--- src/rtl/i2s_pkg.sv ---
// ---------------------------------------------------------------------------
// i2s_pkg
// Shared types and constants for the I2S DAC serializer.
//   I2S_WORD_W   : width of the sample words from the effects chain
//   I2S_CNT_W    : width of the per-slot bit counter (saturates at 63)
//   i2s_state_t  : serializer FSM state
//   payload_mask : left-justified mask selecting the payload bits of a word
// ---------------------------------------------------------------------------
package i2s_pkg;

   localparam int unsigned I2S_WORD_W = 32;
   localparam int unsigned I2S_CNT_W  = 6;
   localparam logic [I2S_CNT_W-1:0] I2S_CNT_MAX = '1;

   typedef enum logic {
      WAIT_FRAME = 1'b0,
      RUN        = 1'b1
   } i2s_state_t;

   // Keeps the top 'bits' bits of a word and clears the rest.
   function automatic logic [I2S_WORD_W-1:0] payload_mask(input int unsigned bits);
      return ~({I2S_WORD_W{1'b1}} >> bits);
   endfunction

endpackage

--- src/rtl/i2s_dac_serializer_if.sv ---
// ---------------------------------------------------------------------------
// i2s_dac_serializer_if
// Bundles the codec pins and the sample-word bus of the serializer.
//   BCLK, LRCLK        : codec bit / word clocks (codec is bus master)
//   MUTE, DINL, DINR   : sample words from the effects chain
//   DACDAT             : serial data to the codec
//   SAMPLE_TICK, ACTIVE: frame-start pulse and alignment-acquired flag
//   FRAME_ERR          : sticky short-slot flag (only with I2S_FRAME_CHECK_EN)
// Modports: slave = serializer side, master = driving side.
// ---------------------------------------------------------------------------
interface i2s_dac_serializer_if;
   import i2s_pkg::*;

   logic                  BCLK;
   logic                  LRCLK;
   logic                  MUTE;
   logic [I2S_WORD_W-1:0] DINL;
   logic [I2S_WORD_W-1:0] DINR;
   logic                  DACDAT;
   logic                  SAMPLE_TICK;
   logic                  ACTIVE;

`ifdef I2S_FRAME_CHECK_EN
   logic                  FRAME_ERR;

   modport slave (
      input  BCLK, LRCLK, MUTE, DINL, DINR,
      output DACDAT, SAMPLE_TICK, ACTIVE, FRAME_ERR
   );

   modport master (
      output BCLK, LRCLK, MUTE, DINL, DINR,
      input  DACDAT, SAMPLE_TICK, ACTIVE, FRAME_ERR
   );
`else
   modport slave (
      input  BCLK, LRCLK, MUTE, DINL, DINR,
      output DACDAT, SAMPLE_TICK, ACTIVE
   );

   modport master (
      output BCLK, LRCLK, MUTE, DINL, DINR,
      input  DACDAT, SAMPLE_TICK, ACTIVE
   );
`endif

endinterface

--- src/rtl/sync_edge_det.sv ---
// ---------------------------------------------------------------------------
// sync_edge_det
// Multi-flop synchronizer followed by a rise/fall pulse detector.
//   i_clk, i_rst : system clock, synchronous active-high reset
//   i_async      : asynchronous input
//   o_rise       : one-cycle pulse when the synchronized level goes 0->1
//   o_fall       : one-cycle pulse when the synchronized level goes 1->0
// Parameter SYNC_STAGES (>= 2) sets the synchronizer depth.
// ---------------------------------------------------------------------------
module sync_edge_det #(
   parameter int unsigned SYNC_STAGES = 2
) (
   input  logic i_clk,
   input  logic i_rst,
   input  logic i_async,
   output logic o_rise,
   output logic o_fall
);

   logic [SYNC_STAGES-1:0] r_sync;
   logic                   r_prev;
   logic                   w_level;

   assign w_level = r_sync[SYNC_STAGES-1];

   always_ff @(posedge i_clk) begin
      if (i_rst) begin
         r_sync <= '0;
         r_prev <= 1'b0;
      end else begin
         r_sync <= {r_sync[SYNC_STAGES-2:0], i_async};
         r_prev <= w_level;
      end
   end

   assign o_rise = w_level & ~r_prev;
   assign o_fall = ~w_level & r_prev;

endmodule

--- src/rtl/i2s_dac_serializer.sv ---
// ---------------------------------------------------------------------------
// i2s_dac_serializer
// Serializes left/right sample words onto the codec DACDAT line in I2S
// format. BCLK/LRCLK come from the codec and are oversampled on CLK.
//   CLK, RESET : system clock, synchronous active-high reset
//   bus        : i2s_dac_serializer_if.slave
//                in : BCLK, LRCLK, MUTE, DINL, DINR
//                out: DACDAT, SAMPLE_TICK, ACTIVE (+ FRAME_ERR)
// Parameters: BITS_PER_CH (<= 32) payload bits per channel, MSB first;
//             SYNC_STAGES (>= 2) synchronizer depth for BCLK and LRCLK.
// Optional macro I2S_FRAME_CHECK_EN adds the sticky FRAME_ERR output and
// forces re-acquisition after a slot too short to carry the whole word.
// ---------------------------------------------------------------------------
module i2s_dac_serializer
   import i2s_pkg::*;
#(
   parameter int unsigned BITS_PER_CH = 32,
   parameter int unsigned SYNC_STAGES = 2
) (
   input  logic                  CLK,
   input  logic                  RESET,
   i2s_dac_serializer_if.slave   bus
);

   localparam logic [I2S_WORD_W-1:0] PAYLOAD_MASK = payload_mask(BITS_PER_CH);

   logic                  w_bfall;
   logic                  w_bclk_rise_unused;
   logic                  w_lr_rise;
   logic                  w_lr_fall;
   logic                  w_lr_edge;
   logic                  w_frame_fault;
   logic [I2S_WORD_W-1:0] w_new_word;

   i2s_state_t            r_state;
   logic [I2S_WORD_W-1:0] r_shreg;
   logic [I2S_CNT_W-1:0]  r_bitcnt;
   logic                  r_dacdat;
   logic                  r_tick;
   logic                  r_active;

   sync_edge_det #(.SYNC_STAGES(SYNC_STAGES)) u_sync_bclk (
      .i_clk   (CLK),
      .i_rst   (RESET),
      .i_async (bus.BCLK),
      .o_rise  (w_bclk_rise_unused),
      .o_fall  (w_bfall)
   );

   sync_edge_det #(.SYNC_STAGES(SYNC_STAGES)) u_sync_lrclk (
      .i_clk   (CLK),
      .i_rst   (RESET),
      .i_async (bus.LRCLK),
      .o_rise  (w_lr_rise),
      .o_fall  (w_lr_fall)
   );

   // Equal sync depth puts an LRCLK edge in the same cycle as its BCLK
   // fall, so an LRCLK edge alone is handled exactly like edge+bfall.
   assign w_lr_edge = w_lr_rise | w_lr_fall;

   always_comb begin
      w_new_word = '0;
      if (!bus.MUTE) begin
         w_new_word = (w_lr_fall ? bus.DINL : bus.DINR) & PAYLOAD_MASK;
      end
   end

`ifdef I2S_FRAME_CHECK_EN
   // bitcnt does not count the bfall that loaded the word, so a slot that
   // delivered every payload bit ends with bitcnt == BITS_PER_CH-1.
   localparam logic [I2S_CNT_W-1:0] SHORT_LIMIT = I2S_CNT_W'(BITS_PER_CH - 1);

   logic r_frame_err;

   assign w_frame_fault = w_lr_edge && (r_bitcnt < SHORT_LIMIT);

   always_ff @(posedge CLK) begin
      if (RESET) begin
         r_frame_err <= 1'b0;
      end else if (r_state == RUN && w_frame_fault) begin
         r_frame_err <= 1'b1;
      end
   end

   assign bus.FRAME_ERR = r_frame_err;
`else
   assign w_frame_fault = 1'b0;
`endif

   always_ff @(posedge CLK) begin
      if (RESET) begin
         r_state  <= WAIT_FRAME;
         r_shreg  <= '0;
         r_bitcnt <= '0;
         r_dacdat <= 1'b0;
         r_tick   <= 1'b0;
         r_active <= 1'b0;
      end else begin
         r_tick <= 1'b0;
         case (r_state)
            WAIT_FRAME: begin
               r_dacdat <= 1'b0;
               // Only a right->left transition marks a frame start.
               if (w_lr_fall) begin
                  r_shreg  <= w_new_word;
                  r_bitcnt <= '0;
                  r_tick   <= 1'b1;
                  r_active <= 1'b1;
                  r_state  <= RUN;
               end
            end

            RUN: begin
               if (w_frame_fault) begin
                  r_dacdat <= 1'b0;
                  r_shreg  <= '0;
                  r_bitcnt <= '0;
                  r_active <= 1'b0;
                  r_state  <= WAIT_FRAME;
               end else if (w_lr_edge) begin
                  // Last bit of the old word goes out on the edge bfall,
                  // which yields the one-BCLK I2S data delay.
                  r_dacdat <= r_shreg[I2S_WORD_W-1];
                  r_shreg  <= w_new_word;
                  r_bitcnt <= '0;
                  r_tick   <= w_lr_fall;
               end else if (w_bfall) begin
                  r_dacdat <= r_shreg[I2S_WORD_W-1];
                  r_shreg  <= {r_shreg[I2S_WORD_W-2:0], 1'b0};
                  if (r_bitcnt != I2S_CNT_MAX) begin
                     r_bitcnt <= r_bitcnt + 1'b1;
                  end
               end
            end

            default: begin
               r_state <= WAIT_FRAME;
            end
         endcase
      end
   end

   assign bus.DACDAT      = r_dacdat;
   assign bus.SAMPLE_TICK = r_tick;
   assign bus.ACTIVE      = r_active;

endmodule
--- src/flat_wrapper.sv ---
// flat-port wrapper written by rule: the top's interface ports become plain ports
module i2s_dac_serializer_flat import i2s_pkg::*;
#(
   parameter int unsigned BITS_PER_CH = 32,
   parameter int unsigned SYNC_STAGES = 2
)
  (CLK, RESET, bus_BCLK, bus_LRCLK, bus_MUTE, bus_DINL, bus_DINR, bus_DACDAT, bus_SAMPLE_TICK, bus_ACTIVE);
  i2s_dac_serializer_if bus_i ();
  input  logic CLK;
  input  logic RESET;
  input wire logic [$bits(bus_i.BCLK)-1:0] bus_BCLK;
  input wire logic [$bits(bus_i.LRCLK)-1:0] bus_LRCLK;
  input wire logic [$bits(bus_i.MUTE)-1:0] bus_MUTE;
  input wire logic [$bits(bus_i.DINL)-1:0] bus_DINL;
  input wire logic [$bits(bus_i.DINR)-1:0] bus_DINR;
  output wire logic [$bits(bus_i.DACDAT)-1:0] bus_DACDAT;
  output wire logic [$bits(bus_i.SAMPLE_TICK)-1:0] bus_SAMPLE_TICK;
  output wire logic [$bits(bus_i.ACTIVE)-1:0] bus_ACTIVE;
  assign bus_i.BCLK = bus_BCLK;
  assign bus_i.LRCLK = bus_LRCLK;
  assign bus_i.MUTE = bus_MUTE;
  assign bus_i.DINL = bus_DINL;
  assign bus_i.DINR = bus_DINR;
  assign bus_DACDAT = bus_i.DACDAT;
  assign bus_SAMPLE_TICK = bus_i.SAMPLE_TICK;
  assign bus_ACTIVE = bus_i.ACTIVE;
  i2s_dac_serializer #(.BITS_PER_CH(BITS_PER_CH), .SYNC_STAGES(SYNC_STAGES)) u_core (.CLK(CLK), .RESET(RESET), .bus(bus_i));
endmodule
--- config.mk ---
export PLATFORM = sky130hd
export DESIGN_NAME = i2s_dac_serializer_flat
export DESIGN_NICKNAME = d
export VERILOG_FILES = /design/src/rtl/i2s_pkg.sv /design/src/rtl/i2s_dac_serializer_if.sv /design/src/rtl/sync_edge_det.sv /design/src/rtl/i2s_dac_serializer.sv /design/src/flat_wrapper.sv
export SDC_FILE = /design/constraint.sdc
export NUM_CORES = 1
export LEC_CHECK = 0
export BUFFER_PORTS_ARGS = -buffer_cell sky130_fd_sc_hd__clkbuf_2
export CORE_MARGIN = 1.5
export CORE_UTILIZATION = 45
export DETAILED_ROUTE_END_ITERATION = 16
export PLACE_DENSITY = 0.73
export SYNTH_ARGS = -nofsm -noshare
export SYNTH_HDL_FRONTEND = slang
export SYNTH_SLANG_ARGS = --single-unit
--- constraint.sdc ---
create_clock -name CLK -period 2.6 [get_ports CLK]
set_input_delay 0.13 -clock CLK [delete_from_list [all_inputs] [get_ports CLK]]
set_output_delay 0.13 -clock CLK [all_outputs]
set_load 0.03 [all_outputs]
# --- Word-level counts from Yosys, hierarchy flattened ---
# Cells that the tools add are included.
word_totals:
  out_inout_bits: 3
  reg_bits: 42
  inputBits: 69
  wordCells: 36
op_classes:
  eq_ne: 2
  muxes: 15
  reduce_logical: 2
  bitwise: 8
ops:
  columns: ["cell", "n"]
  rows:
  - ["32-bit two-way mux", 5]
  - ["32-bit case mux with 2 select lines", 1]
  - ["1-bit two-way mux", 6]
  - ["1-bit case mux with 2 select lines", 3]
  - ["1-bit NOT", 4]
  - ["2-bit AND reduction", 2]
  - ["1-bit AND", 3]
  - ["3-bit by 2-bit inequality test with 1-bit output, second input constant", 1]
  - ["2-bit by 1-bit inequality test with 1-bit output, second input constant", 1]
  - ["1-bit OR", 1]

# --- Longest topological paths before layout ---
depth:
  ltp_word: 6
  depth_mapped: 8
  mapped_depth_nobuf: 6

# --- Modules after synthesis ---
# A second synthesis with hierarchy kept.
hier_totals:
  cells_unflattened: 232
  area_unflattened_um2: 2062.0
by_module_without_submodules:
  columns: ["module", "area_per_inst_um2", "seq_area_each_um2", "n_inst", "cells_per_inst"]
  rows:
  - ["i2s_dac_serializer", 1879.3, 720.7, 1, 216]
  - ["sync_edge_det", 91.3, 60.1, 2, 8]

# --- Worst setup path before layout ---
# Ideal clock, no wire load.
synth_timing:
  path_kind: "reg-to-reg"
  startpoint: "reg u_core.u_sync_lrclk.r_sync[1]"
  endpoint: "reg u_core.r_shreg[12]"
  required_ps: 2468
  path_stages_with_launch: 9
  n_path_buf: 2
  arrival_ps: 1532
  setup_ps: 132
  period_less_slack_ps: 1664
  slack_ps: 936
  cell_sequence: "dfxtp_1 > inv_1 > ha_1 > and2_1 > buf_2 > a21o_1 > buf_2 > a211oi_1 > nor3_1"
synth_via:
  elab_chain_cells: 6
  elab_cells_between_ends: 12
  classes_between: "eq/ne: 2; mux: 5; bitwise: 4; reduce/logical: 1"
synth_lines:
  columns: ["element", "line_no", "source"]
  rows:
  - ["from (decl)", "sync_edge_det.sv:20", "logic [SYNC_STAGES-1:0] r_sync;"]
  - ["from (signal assigned)", "sync_edge_det.sv:31", "r_sync <= {r_sync[SYNC_STAGES-2:0], i_async};"]
  - ["1-bit NOT", "sync_edge_det.sv:37", "assign o_fall = ~w_level & r_prev;"]
  - ["1-bit AND", "sync_edge_det.sv:37", null]
  - ["32-bit two-way mux", "i2s_dac_serializer.sv:65", "w_new_word = (w_lr_fall ? bus.DINL : bus.DINR) & PAYLOAD_MASK;"]
  - ["32-bit two-way mux", "i2s_dac_serializer.sv:64", "if (!bus.MUTE) begin"]
  - ["32-bit two-way mux, on equally long branches", "i2s_dac_serializer.sv:121, i2s_dac_serializer.sv:105", null]
  - ["32-bit case mux with 2 select lines", "i2s_dac_serializer.sv:101", "case (r_state)"]
  - ["to (signal assigned)", "i2s_dac_serializer.sv:106", "r_shreg <= w_new_word;"]
  - ["to (signal assigned)", "i2s_dac_serializer.sv:125", "r_shreg <= w_new_word;"]
  - ["to (signal assigned)", "i2s_dac_serializer.sv:130", "r_shreg <= {r_shreg[I2S_WORD_W-2:0], 1'b0};"]
  - ["to (decl)", "i2s_dac_serializer.sv:36", "logic [I2S_WORD_W-1:0] r_shreg;"]
# Several ways; a longest one is shown, not always the timed one. The select of a mux whose other input is x is not followed.
# A chain may end at the register's enable or synchronous reset.

# --- Worst setup path after layout ---
layout_timing:
  startpoint: "reg u_core.u_sync_lrclk.r_sync[1]"
  endpoint: "reg u_core.r_shreg[4]"
# Same word-level chain as after synthesis.

==> results list <==
- The run finished with clean final reports.
- CTS Sinks: 42
- The synthesized design contains 0 enable-type register cells.
* Dpl ws: roughly 550 ps
* Number of buffers and inverters on the critical path: 1
- Routed length per instance: between 10 and 15 microns
* Via count of the first global-routing pass: 1738
- From bottom edge to top edge, the die measures around 70 microns.
- The clock arrives with 4.17 ps of skew.
* Count of filler cells inserted in the layout: 414
- Required time reported for the critical path endpoint: 2740 ps
* Hold Fails Final Rpt: 0
- After the first detailed-routing iteration, the DRC count stood at 128.
* Final Setup Violations: 0
- Static Leak: 0.993 nW
- For this run, the leading register cell type out of synthesis is dfxtp_1.
- Clock slew at reported path FFs: 70 ps
* Dpl hpwl: 2.90 mm
* Beginning of the critical path: u_core.u_sync_lrclk.r_sync[1]$_SDFF_PP0_
* Depth of the worst register-to-register path: 6
- Total nets after synthesis: 317
* Number of nets in the layout: 378
- By area the synthesized netlist is led by dfxtp_1 41%, mux2i_1 16%, nor2_1 12%, a211oi_1 11%, nor3_1 7.8%.
* Unique masters post-synth: 18
- In this run the critical register-to-register path is launched from u_core.u_sync_lrclk.r_sync[1]$_SDFF_PP0_.
- Maximum root-to-sink buffer count: 2
- Post-synth top cells: 66 x nor2_1, 42 x dfxtp_1, 33 x mux2i_1, 32 x nor3_1, 31 x a211oi_1
* DRC errors left: 0
* Synthesis-to-finish area growth: 21.5%
- The smallest clock period supported by the final layout is computed as 2060 ps.
* Startpoint of the most critical hold path: bus_LRCLK
* Cell chosen for the clock root: clkbuf_8
* Part of the cycle the worst path needs: 79.2%
* Hold Buf Count CTS: 0
- Mean area per synthesized cell: 8.30 sq um
- Register-to-register setup slack: about 540 ps
* Via count: 1886
* Largest net degree at the start of global routing: 42
* Clk Latency, worst-skew pair: 290 ps
- In the routed layout, each cell is associated on average with a via count of 5.25.
* Post-synth design cell area: roughly 2000 sq um
* Slew margin rel.: 35.3%
- Buffers added to address setup during post-CTS repair amount to 0.
- Summing the sequential cell areas from Yosys gives 41.2% of the chip area.
- Setup TNS Final: 0 ps
* Min-Delay Path Depth: 2
* Global-route wire length before repair: around 7.5 mm
- Reported max-cap violation count: 0
* Die width: 70.3 microns
- Crit Path Category: register to register
- The min-delay analysis places its worst path in the category primary input to register.
- The worst setup path is captured at a register.
- By instance count, the leading cell after synthesis is nor2_1.
- Total Die Area: a little under 5000 sq um
* Detailed-router iteration count before antenna repair: 4
- The H-tree was split into 2 levels.
* Ant diodes: 0
* Yosys top cell by area: dfxtp_1
* Total gr overflow: 0
- After floorplanning, the core was divided into 24 placement rows.
- Slowest stage cell on the critical path: a21o_1
* Count of instances resized after the clock tree is built: 0
- Total I/O pin count: 72
- Of the post-synthesis cell area, the dominant cell type holds 41.2%.
- Of all nets on the critical path, the largest fanout is 32.
- Synthesized flop and latch total: 42
* Power per standard cell area: 520 nW/um^2
- Highest attainable clock frequency: 0.485 GHz
* Cell family contributing the most delay on the critical path: compound AO/OA/AOI/OAI gates
- Count of warnings emitted by yosys: 0
- TritonCTS built the clock tree.
- Antenna violations before repair: 0
- After detailed routing, the total wire length is 4.29 mm.
* Least-Margin Pin Slew: slightly below 1000 ps
- Core Footprint: 4350 sq um
* Layout cell share with drive strength beyond 1: a little over a quarter
* Critical path depth: 6
- Maximum resistive drop on vdd: approximately 0.00032 V
* Kind of start point of the critical path: register
- Post-route worst setup slack: roughly 540 ps
- Worst path cell trace: inv_1 > ha_2 > a21o_1 > nor2_1 > a211oi_1 > nor3_1
- Across every metal layer, demand over resource in global routing totals a little under a fifth.
- RSZ-0062 raised after global routing: false
- Number of clock buffers inserted by TritonCTS: 5
- Worst path arrival time: 2200 ps
* Effective utilization at floorplan: 46.9%
- For this run, the slowest stage of the critical path takes 750 ps.
- In the synthesized netlist, the number of instances is 246.
* Port bufs: slightly above 70
- Of all flip-flops after synthesis, the portion carrying an async set or reset was 0%.
- The final count of pins violating max slew is 0.
* Routability cong.: approximately 0.75
- Once detail routing completed, the nets flagged for antenna violations numbered 0.
-- logic make-up after synthesis --
| kind of cell | Yosys count | share of synthesized area (%) |
|---|---|---|
| flops | 42 | 41.2 |
| mux | 33 | 16.2 |
| simple gates | 108 | 22.8 |
| compound gates | 37 | 13.2 |
| fa+ha+maj | 2 | 1.23 |
| buf+inv | 24 | 5.33 |
-- metrics by stage --
step	power (mW)	utilization (%)	hold slack, ps	std cells	area, sq um
global route	1.38	57.0	40.8	359	2480
floorplan	0.846	-	258	246	2040
global placement	0.918	55.2	338	352	2400
detailed placement	0.923	55.2	345	352	2400
CTS	1.31	57.0	34.7	359	2480
finish	1.29	57.0	47.4	359	2480
-- placed cells by master (no fill, tap or decap) --
cell type  count
nor2b_1        5
nand2b_1       1
nor2_1        66
a21oi_2        1
ha_2           1
dfxtp_1       42
clkbuf_1       2
mux2i_1       33
o21a_1         1
clkbuf_2      71
a211oi_1      31
or3_1          1
and2_1         1
clkbuf_8       5
ha_1           1
nor3_1        32
nand2_1        2
a21o_1         2
buf_4          5
inv_1          2
a21oi_1        2
-- worst register-to-register path, cell delays in order, from the launching register on --
cell      delay (ps)
dfxtp_1          310
inv_1             60
ha_2             330
a21o_1           750
nor2_1           120
a211oi_1         260
nor3_1            80
-- routing by layer --
layer  vias up  GRT usage (%)  part of all wire, %  routed length, microns
met3         2           5.92                  6.6                     284
li1        978              -                    -                       -
met4         0           6.41                 0.51                      22
met5         -              0                    0                       0
met2        60           30.6                   46                    1960
met1       846           23.3                   47                    2030
-- final timing paths --
check,end
worst max-delay path,u_core.r_shreg[4]$_SDFFE_PP0P_
worst min-delay path,u_core.u_sync_lrclk.r_sync[0]$_SDFF_PP0_
worst max register to register,u_core.r_shreg[4]$_SDFFE_PP0P_
worst min register to register,u_core.u_sync_bclk.r_sync[1]$_SDFF_PP0_
-- registers in the layout, indices dropped and copies added, names as in the netlist --
signal                      count
u_core.bus.ACTIVE               1
u_core.bus.DACDAT               1
u_core.bus.SAMPLE_TICK          1
u_core.r_shreg                 32
u_core.r_state                  1
u_core.u_sync_bclk.r_prev       1
u_core.u_sync_bclk.r_sync       2
u_core.u_sync_lrclk.r_prev      1
u_core.u_sync_lrclk.r_sync      2
-- power by group --
part | internal [mW] | switching, mW | leakage (nW)
registers | 0.681 | 0.0180 | 0.343
clock network | 0.185 | 0.197 | 0.0383
logic | 0.0994 | 0.110 | 0.611
-- layout make-up --
class / count / area (sq um) / share of cell area, %
Multi-Input combinational cell: 180 / 1100 / 44.2
Tap cell: 52 / 65.1 / 2.62
Inverter: 2 / 7.51 / 0.303
Timing Repair Buffer: 76 / 393 / 15.8
Sequential cell: 42 / 841 / 33.9
Clock buffer: 7 / 76.3 / 3.08
No activity file was read; power rests on OpenSTA's default activity.
